--- config.mk ---
export PLATFORM = sky130hd
export DESIGN_NAME = multi_dataflow_engine_kernel
export DESIGN_NICKNAME = d
export VERILOG_FILES = /design/src/rtl/multi_dataflow_engine_kernel.sv
export SDC_FILE = /design/constraint.sdc
export NUM_CORES = 2
export LEC_CHECK = 0
export ABC_AREA = 1
export BUFFER_PORTS_ARGS = -buffer_cell sky130_fd_sc_hd__buf_4
export CORE_MARGIN = 2
export CORE_UTILIZATION = 55
export CTS_CLUSTER_SIZE = 20
export DETAILED_ROUTE_END_ITERATION = 6
export PLACE_DENSITY = 0.72
export SLEW_MARGIN = 20
export SYNTH_ARGS = -nofsm -noshare
export SYNTH_HDL_FRONTEND = slang
export SYNTH_SLANG_ARGS = --single-unit
export TNS_END_PERCENT = 1
--- constraint.sdc ---
create_clock -name clk_i -period 5.22 [get_ports clk_i]
set_input_delay 1.044 -clock clk_i [delete_from_list [all_inputs] [get_ports clk_i]]
set_output_delay 1.044 -clock clk_i [all_outputs]
set_load 0.01 [all_outputs]
--- src/rtl/multi_dataflow_engine_kernel.sv ---
// Engine-side join kernel: three operand streams in, one result stream out.
// Two-stage stall-all pipeline with a selectable arithmetic op per job.
module multi_dataflow_engine_kernel #(
   parameter int DATA_WIDTH = 32,
   parameter int CNT_WIDTH  = 16
) (
   input  logic                    clk_i,
   input  logic                    rst_i,
   input  logic                    clear_i,
   input  logic                    enable_i,
   input  logic                    start_i,
   input  logic [CNT_WIDTH-1:0]    len_i,
   input  logic [1:0]              op_i,
   input  logic [DATA_WIDTH-1:0]   in0_data_i,
   input  logic [DATA_WIDTH-1:0]   in1_data_i,
   input  logic [DATA_WIDTH-1:0]   in2_data_i,
   input  logic                    in0_valid_i,
   input  logic                    in1_valid_i,
   input  logic                    in2_valid_i,
   output logic                    in0_ready_o,
   output logic                    in1_ready_o,
   output logic                    in2_ready_o,
   output logic [DATA_WIDTH-1:0]   out_data_o,
   output logic [DATA_WIDTH/8-1:0] out_strb_o,
   output logic                    out_valid_o,
   input  logic                    out_ready_i,
   output logic                    busy_o,
   output logic                    done_o,
   output logic [CNT_WIDTH-1:0]    cnt_o
);

   typedef enum logic [1:0] {
      ST_IDLE,
      ST_RUN,
      ST_DONE
   } state_t;

   localparam logic [1:0] OP_ADD3 = 2'b00;
   localparam logic [1:0] OP_MAC  = 2'b01;
   localparam logic [1:0] OP_SUB  = 2'b10;
   localparam logic [1:0] OP_MAX3 = 2'b11;

   localparam logic [CNT_WIDTH-1:0] CNT_ONE =
      {{(CNT_WIDTH-1){1'b0}}, 1'b1};

   state_t                r_state;
   logic                  r_busy;
   logic                  r_done;
   logic [CNT_WIDTH-1:0]  r_len;
   logic [1:0]            r_op;
   logic [CNT_WIDTH-1:0]  r_in_cnt;
   logic [CNT_WIDTH-1:0]  r_out_cnt;

   logic                  r_v1;
   logic [DATA_WIDTH-1:0] r_p1;
   logic [DATA_WIDTH-1:0] r_c1;
   logic                  r_out_valid;
   logic [DATA_WIDTH-1:0] r_out_data;

   logic                  w_adv;
   logic                  w_all_valid;
   logic                  w_room;
   logic                  w_fire;
   logic                  w_out_hs;
   logic                  w_last;
   logic                  w_is_mac;
   logic                  w_is_sub;
   logic                  w_is_max;
   logic [DATA_WIDTH-1:0] w_mul;
   logic [DATA_WIDTH-1:0] w_p1;
   logic [DATA_WIDTH-1:0] w_res;

   // Stall-all advance, join condition and output handshake.
   assign w_adv       = enable_i & (~r_out_valid | out_ready_i);
   assign w_all_valid = in0_valid_i & in1_valid_i & in2_valid_i;
   assign w_room      = (r_in_cnt < r_len);
   assign w_fire      = (r_state == ST_RUN) & w_room
                      & w_all_valid & w_adv;
   assign w_out_hs    = r_out_valid & out_ready_i & enable_i;
   assign w_last      = ((r_out_cnt + CNT_ONE) == r_len);

   // Op decode from the job-latched op (ADD3 is the fallback).
   assign w_is_mac = (r_op == OP_MAC);
   assign w_is_sub = (r_op == OP_SUB);
   assign w_is_max = (r_op == OP_MAX3);

   assign w_mul = in0_data_i * in1_data_i;

   // Stage 1 operator on a/b.
   always_comb begin
      w_p1 = in0_data_i + in1_data_i;
      unique case (1'b1)
         w_is_mac: w_p1 = w_mul;
         w_is_sub: w_p1 = in0_data_i - in1_data_i;
         w_is_max: w_p1 = ($signed(in0_data_i) > $signed(in1_data_i))
                        ? in0_data_i : in1_data_i;
         default:  w_p1 = in0_data_i + in1_data_i;
      endcase
   end

   // Stage 2 combine of the partial result with c.
   always_comb begin
      w_res = r_p1 + r_c1;
      unique case (1'b1)
         w_is_sub: w_res = r_p1 - r_c1;
         w_is_max: w_res = ($signed(r_p1) > $signed(r_c1))
                         ? r_p1 : r_c1;
         default:  w_res = r_p1 + r_c1;
      endcase
   end

   // Pipeline registers; everything moves together on adv.
   always_ff @(posedge clk_i or posedge rst_i) begin
      if (rst_i) begin
         r_v1        <= 1'b0;
         r_p1        <= '0;
         r_c1        <= '0;
         r_out_valid <= 1'b0;
         r_out_data  <= '0;
      end else if (clear_i) begin
         r_v1        <= 1'b0;
         r_p1        <= '0;
         r_c1        <= '0;
         r_out_valid <= 1'b0;
         r_out_data  <= '0;
      end else if (w_adv) begin
         r_v1        <= w_fire;
         r_p1        <= w_p1;
         r_c1        <= in2_data_i;
         r_out_valid <= r_v1;
         r_out_data  <= r_v1 ? w_res : '0;
      end
   end

   // Job FSM with element counters and registered status flags.
   always_ff @(posedge clk_i or posedge rst_i) begin
      if (rst_i) begin
         r_state   <= ST_IDLE;
         r_busy    <= 1'b0;
         r_done    <= 1'b0;
         r_len     <= '0;
         r_op      <= '0;
         r_in_cnt  <= '0;
         r_out_cnt <= '0;
      end else if (clear_i) begin
         r_state   <= ST_IDLE;
         r_busy    <= 1'b0;
         r_done    <= 1'b0;
         r_len     <= '0;
         r_op      <= '0;
         r_in_cnt  <= '0;
         r_out_cnt <= '0;
      end else begin
         if (w_fire) begin
            r_in_cnt <= r_in_cnt + CNT_ONE;
         end
         if (w_out_hs) begin
            r_out_cnt <= r_out_cnt + CNT_ONE;
         end
         unique case (r_state)
            ST_IDLE: begin
               if (start_i && enable_i) begin
                  r_len     <= len_i;
                  r_op      <= op_i;
                  r_in_cnt  <= '0;
                  r_out_cnt <= '0;
                  if (len_i != '0) begin
                     r_state <= ST_RUN;
                     r_busy  <= 1'b1;
                  end else begin
                     r_state <= ST_DONE;
                     r_done  <= 1'b1;
                  end
               end
            end
            ST_RUN: begin
               if (w_out_hs && w_last) begin
                  r_state <= ST_DONE;
                  r_busy  <= 1'b0;
                  r_done  <= 1'b1;
               end
            end
            ST_DONE: begin
               r_state <= ST_IDLE;
               r_done  <= 1'b0;
            end
            default: begin
               r_state <= ST_IDLE;
               r_busy  <= 1'b0;
               r_done  <= 1'b0;
            end
         endcase
      end
   end

   assign in0_ready_o = w_fire;
   assign in1_ready_o = w_fire;
   assign in2_ready_o = w_fire;

   assign out_data_o  = r_out_data;
   assign out_valid_o = r_out_valid;
   assign out_strb_o  = {(DATA_WIDTH/8){r_out_valid}};
   assign busy_o      = r_busy;
   assign done_o      = r_done;
   assign cnt_o       = r_out_cnt;

endmodule

=== Yosys cells after proc, flatten, opt, wreduce, memory -nomap -nowiden ===
Index checks and enable logic that the tools add are counted.
W data, S select, Z words.

* Word-level logic and storage cells: 98
* Input port bits: 123
* Flip-flop bits (word level): 152
* Output and inout bits: 58

* Mux-type cells: 44
* Reduce and logical (&&, ||, !) cells: 11
* Bitwise operators: 10
* Magnitude comparators: 3
* Equal/unequal tests: 11
* Add/subtract/negate cells: 6
* Multiply operators: 1

{| class="wikitable"
|+ Operators by type and width
! cell !! number
|-
| $mux W32 || 9
|-
| $mux W16 || 11
|-
| $pmux W32 S3 || 1
|-
| $add A32 B32 Y32 || 2
|-
| $gt A32 B32 Y1 || 2
|-
| $pmux W32 S2 || 1
|-
| $sub A32 B32 Y32 || 2
|-
| $add A16 B1 Y16 const B || 2
|-
| $mul A32 B32 Y32 || 1
|-
| $eq A16 B16 Y1 || 1
|-
| $lt A16 B16 Y1 || 1
|-
| $reduce_bool A16 Y1 || 1
|-
| $mux W2 || 7
|-
| $mux W1 || 12
|-
| $ne A3 B3 Y1 const B || 3
|-
| $and A1 B1 Y1 || 8
|-
| $eq A2 B2 Y1 const B || 3
|-
| $reduce_bool A2 Y1 || 3
|-
| $eq A2 B1 Y1 const B || 2
|-
| $pmux W2 S2 || 1
|-
| $reduce_and A2 Y1 || 2
|-
| $reduce_and A4 Y1 || 1
|-
| $ne A3 B2 Y1 const B || 1
|-
| $pmux W1 S3 || 1
|-
| 7 further kinds || 8
|}

=== Logic depth before layout (Yosys ltp) ===
* Word-level depth: 8
* Gate-level depth with buffers: 37
* Depth with buffers taken out: 35

=== Worst setup path before layout ===
Ideal clock, no wire load.

* Path kind: input to register
* Start point: input in1_data_i[5]
* End point: register r_p1[23]
* Slack: -2.105 ns
* Setup time: 0.118 ns
* Arrival time: 7.207 ns
* Buffers on the path: 2
* Stages on the path: 28
* Path through: clkbuf_1 > clkbuf_1 > nand2_1 > inv_1 > fa_1 > fa_1 > fa_1 > inv_1 > fa_1 > inv_1 > fa_1 > inv_1 > fa_1 > inv_1 > fa_1 > fa_1 > ha_1 > a21oi_1 > o21ai_0 > a21oi_1 > nand3_1 > nand3_1 > nand2_1 > or2_2 > nand3_1 > nand4_1 > nand3_1 > nand2_1

* Cells in the longest elaborated chain, start to end: 5
* Elaborated cells on any way between the ends: 8
* Classes of those cells: add/sub: 2; mul: 1; order compare: 1; mux: 4

{| class="wikitable"
|+ Ends and longest elaborated chain
! what !! line !! source
|-
| start, declared || 15 || <nowiki>input logic [DATA_WIDTH-1:0] in1_data_i,</nowiki>
|-
| parallel branches: the longest is 2 deep, another holds $mul A32 B32 Y32 || n/a ||
|-
| $pmux W32 S3 (*) || 92 || <nowiki>unique case (1'b1)</nowiki>
|-
| $mux W32 (*) || 126 || <nowiki>end else if (w_adv) begin</nowiki>
|-
| $mux W32 (*) || 120 || <nowiki>end else if (clear_i) begin</nowiki>
|-
| end signal, assigned || 128 || <nowiki>r_p1 <= w_p1;</nowiki>
|-
| end, declared || 55 || <nowiki>logic [DATA_WIDTH-1:0] r_p1;</nowiki>
|}

Mark *: on every way between the ends. The select of a mux whose other input is x is not followed.
A chain may end at the register's enable or synchronous reset.

=== Worst setup path in the final report ===
* Start point: input in0_data_i[14]
* End point: register r_p1[31]

* Cells in the longest elaborated chain, start to end: 5
* Elaborated cells on any way between the ends: 8
* Classes of those cells: add/sub: 2; mul: 1; order compare: 1; mux: 4

{| class="wikitable"
|+ Ends and longest elaborated chain
! what !! line !! source
|-
| start, declared || 14 || <nowiki>input logic [DATA_WIDTH-1:0] in0_data_i,</nowiki>
|-
| parallel branches: the longest is 2 deep, another holds $mul A32 B32 Y32 || n/a ||
|-
| $pmux W32 S3 (*) || 92 ||
|-
| $mux W32 (*) || 126 ||
|-
| $mux W32 (*) || 120 ||
|}

Marked as above.

==> key figures <==
Run status
  – Status: finished with violations
  – Failing checks: negative setup slack

Routing
  – Via Count: 34024
  – Drt total wl: 123.4 mm
  – Routed WL per cell: 20.19 um
  – Initial DRC count: about 2900
  – DRC: 0
  – Vias per cell: ~5.6
  – Final ANT Viol Nets: 0
  – First-pass DRT Iterations: 7

Die
  – I/O pin cnt: 181
  – Die width: 250.0 um
  – Die Ht: 250.0 um
  – Die ar.: 62500 sq um
  – Cell Rows: 90
  – Initial Utilization: 0.5535
  – Core area: 60130 sq um

Placed design
  – HPWL after detailed placement: 101.9 mm
  – I/O Buffers: 180
  – Placed cells: roughly 6000
  – DP Worst Slack: -2.418 ns
  – RePlAce Congestion: 1.017

Synth
  – Top_reg_cell synth: dfrtp_1
  – Yosys top cell area share: 0.2478
  – Cell count after synthesis: 4941
  – Synth unique cells: 56
  – Synth warn: 0
  – Syn Nets: between 5000 and 6000
  – Most frequent cell after synthesis: nand2_1
  – Post-synth top cells: 1273 x nand2_1, 1074 x inv_1, 412 x fa_1, 311 x a21oi_1, 308 x o21ai_0
  – Synth area leader: fa_1
  – Avg Inst Size Synth: 6.737 sq um
  – Asr flop ratio synth: 1.000
  – Register area share after synthesis: 0.1143
  – Top post-synthesis cells by area: fa_1 25%, nand2_1 14%, inv_1 12%
  – Yosys reg bits: 152
  – Post-synth EDFFs: 0
  – Cell area after synthesis: 33290 sq um

Critical path
  – Crit Reg-Reg Startpoint: r_p1[29]$_DFFE_PP0P_
  – CP Capture Type: flip-flop
  – Worst Path Required: 5.60 ns
  – Critical path's slowest cell: fa_1
  – Worst Setup SP: in0_data_i[14]
  – Crit path max fanout: 10
  – Critical path launch point type: input pin
  – Worst R2R Path Depth: 15
  – CP peak stage delay: 0.58 ns
  – Crit Path Category: in -> reg
  – WP data arrival: around 7.3 ns
  – Most common cell on crit path: fa_1

Final layout
  – Sequential Area: 3805 sq um
  – Final Non-Filler Cells: 6111
  – Area occupied by multi-input gates: about 25000 sq um
  – Area Overhead vs Synth: 18.95%
  – Share of cells above drive strength 1: 0.1496
  – Final nets: 6116
  – # fillers: about 5500

Clock network
  – H-tree Lvls: 4
  – Root Driver: clkbuf_16
  – Sink Count: 152
  – CTS Hold Bufs: 0
  – CTS Buffer Depth: 2
  – CTS tree: built
  – Worst-path clk slew: 0.07 ns
  – Worst-Skew Late Latency: 0.49 ns
  – TritonCTS Buffers: 17

Timing
  – F_max: 0.1455 GHz
  – Hold Vio Cnt, Final: 0
  – Unrepaired setup endpoints after global routing: yes
  – Min cycle time layout: between 6 and 7 ns
  – Setup violations, final: 25
  – Final Skew: between 0.015 and 0.02 ns
  – Pins Over Slew Limit: 0
  – Final WS setup: -1.655 ns
  – Final period utilization: 1.317
  – Relative slew slack: 0.3332
  – Worst Max-Slew Pin Slew: 0.9966 ns

Worst hold path
  – HP Start: out_data_o[21]$_DFFE_PP0P_
  – HP Class: reg -> reg
  – Hold Crit Depth: 2

Global routing
  – GRT Residual Overflow: 0
  – Vias in the first global route: 33893
  – First-pass GRT wire length: 191.7 mm
  – Initial antenna violation count: 1
  – Pin count of the biggest net entering global routing: 87
  – GRT Resource Usage Total: 0.3990

Flow run
  – Max_cap viols: 0
==> final cells by class <==
cell class / instances / share of cell area
clock buffer: 18 / 0.01084
clock inverter: 14 / 0.002939
inverter: 1080 / 0.1025
multi-input combinational: 3476 / 0.6342
tap: 782 / 0.02471
sequential: 152 / 0.09610
timing repair buffer: 588 / 0.1287
antenna: 1 / 0.00006320
==> worst paths after layout <==
path	to	slack (ns)
hold reg to reg	out_data_o[21]$_DFFE_PP0P_	0.48
hold / removal	out_data_o[21]$_DFFE_PP0P_	0.48
setup / recovery	r_p1[31]$_DFFE_PP0P_	-1.65
max in group asynchronous	r_len[10]$_DFFE_PP0P_	3.49
setup reg to reg	out_data_o[27]$_DFFE_PP0P_	1.30
min in group asynchronous	out_data_o[28]$_DFFE_PP0P_	0.72
==> flip-flops by register name, summed over array words and instances (netlist names) <==
register,flops
busy_o,1
cnt_o,16
done_o,1
out_data_o,32
out_valid_o,1
r_c1,32
r_in_cnt,16
r_len,16
r_op,2
r_p1,32
r_state,2
r_v1,1
==> what timing repair did <==
action / in CTS / in global routing
pin swaps: 112 / 29
buffers inserted: 35 / 1
gates cloned: 1 / 0
gates resized for setup: 181 / 36
endpoints found under the setup margin: 25 / 25
==> layout by cell type (no fill, tap or decap), types with 43 or more instances in the layout <==
| cell | instances |
|---|---|
| nand2_1 | 1255 |
| inv_1 | 1057 |
| buf_4 | 511 |
| fa_1 | 398 |
| a21oi_1 | 297 |
| o21ai_0 | 293 |
| nand3_1 | 264 |
| ha_1 | 244 |
| nor2_1 | 230 |
| dfrtp_1 | 151 |
| nand4_1 | 58 |
| nor3_1 | 43 |
==> logic make-up (layout without fill, tap and decap cells) <==
| logic type | after synthesis | count (layout) | share of synthesized area |
|---|---|---|---|
| compound gates | 764 | 764 | 0.1252 |
| xor+xnor | 49 | 49 | 0.01353 |
| fa+ha+maj | 678 | 678 | 0.3478 |
| buf+inv | 1313 | 1700 | 0.1516 |
| flops | 152 | 152 | 0.1143 |
| other cells | 0 | 1 | 0 |
| simple gates | 1985 | 1985 | 0.2476 |
==> stage by stage <==
step / cell area, sq um / util / TNS [ns] / hold slack [ns]
4_1_cts: 39420 / 0.6556 / -31.55 / 0.4829
2_1_floorplan: 33660 / - / -33.23 / 0.4772
3_3_place_gp: 37890 / 0.6301 / -46.50 / 0.4596
5_1_grt: 39590 / 0.6584 / -37.52 / 0.5018
6_report: 39590 / 0.6584 / -31.56 / 0.4794
3_5_place_dp: 37890 / 0.6301 / -48.37 / 0.4653
==> layer usage <==
metal	up-vias	global-route usage	wire length (um)
met4	2	0.1808	6090
met3	295	0.05590	10060
li1	15976	-	-
met2	1545	0.6567	57070
met5	-	0	16
met1	16206	0.5234	50170
==> critical path, delay by kind of cell <==
kind                       cells  cell delay [ns]
adders and majority gates      9             4.43
and+or+nand+nor               11             1.00
buffers and inverters          9             0.77
Power is left out: the tool's default activity adds up to more than one toggle a clock period on the data nets, which glitch-free logic cannot reach.
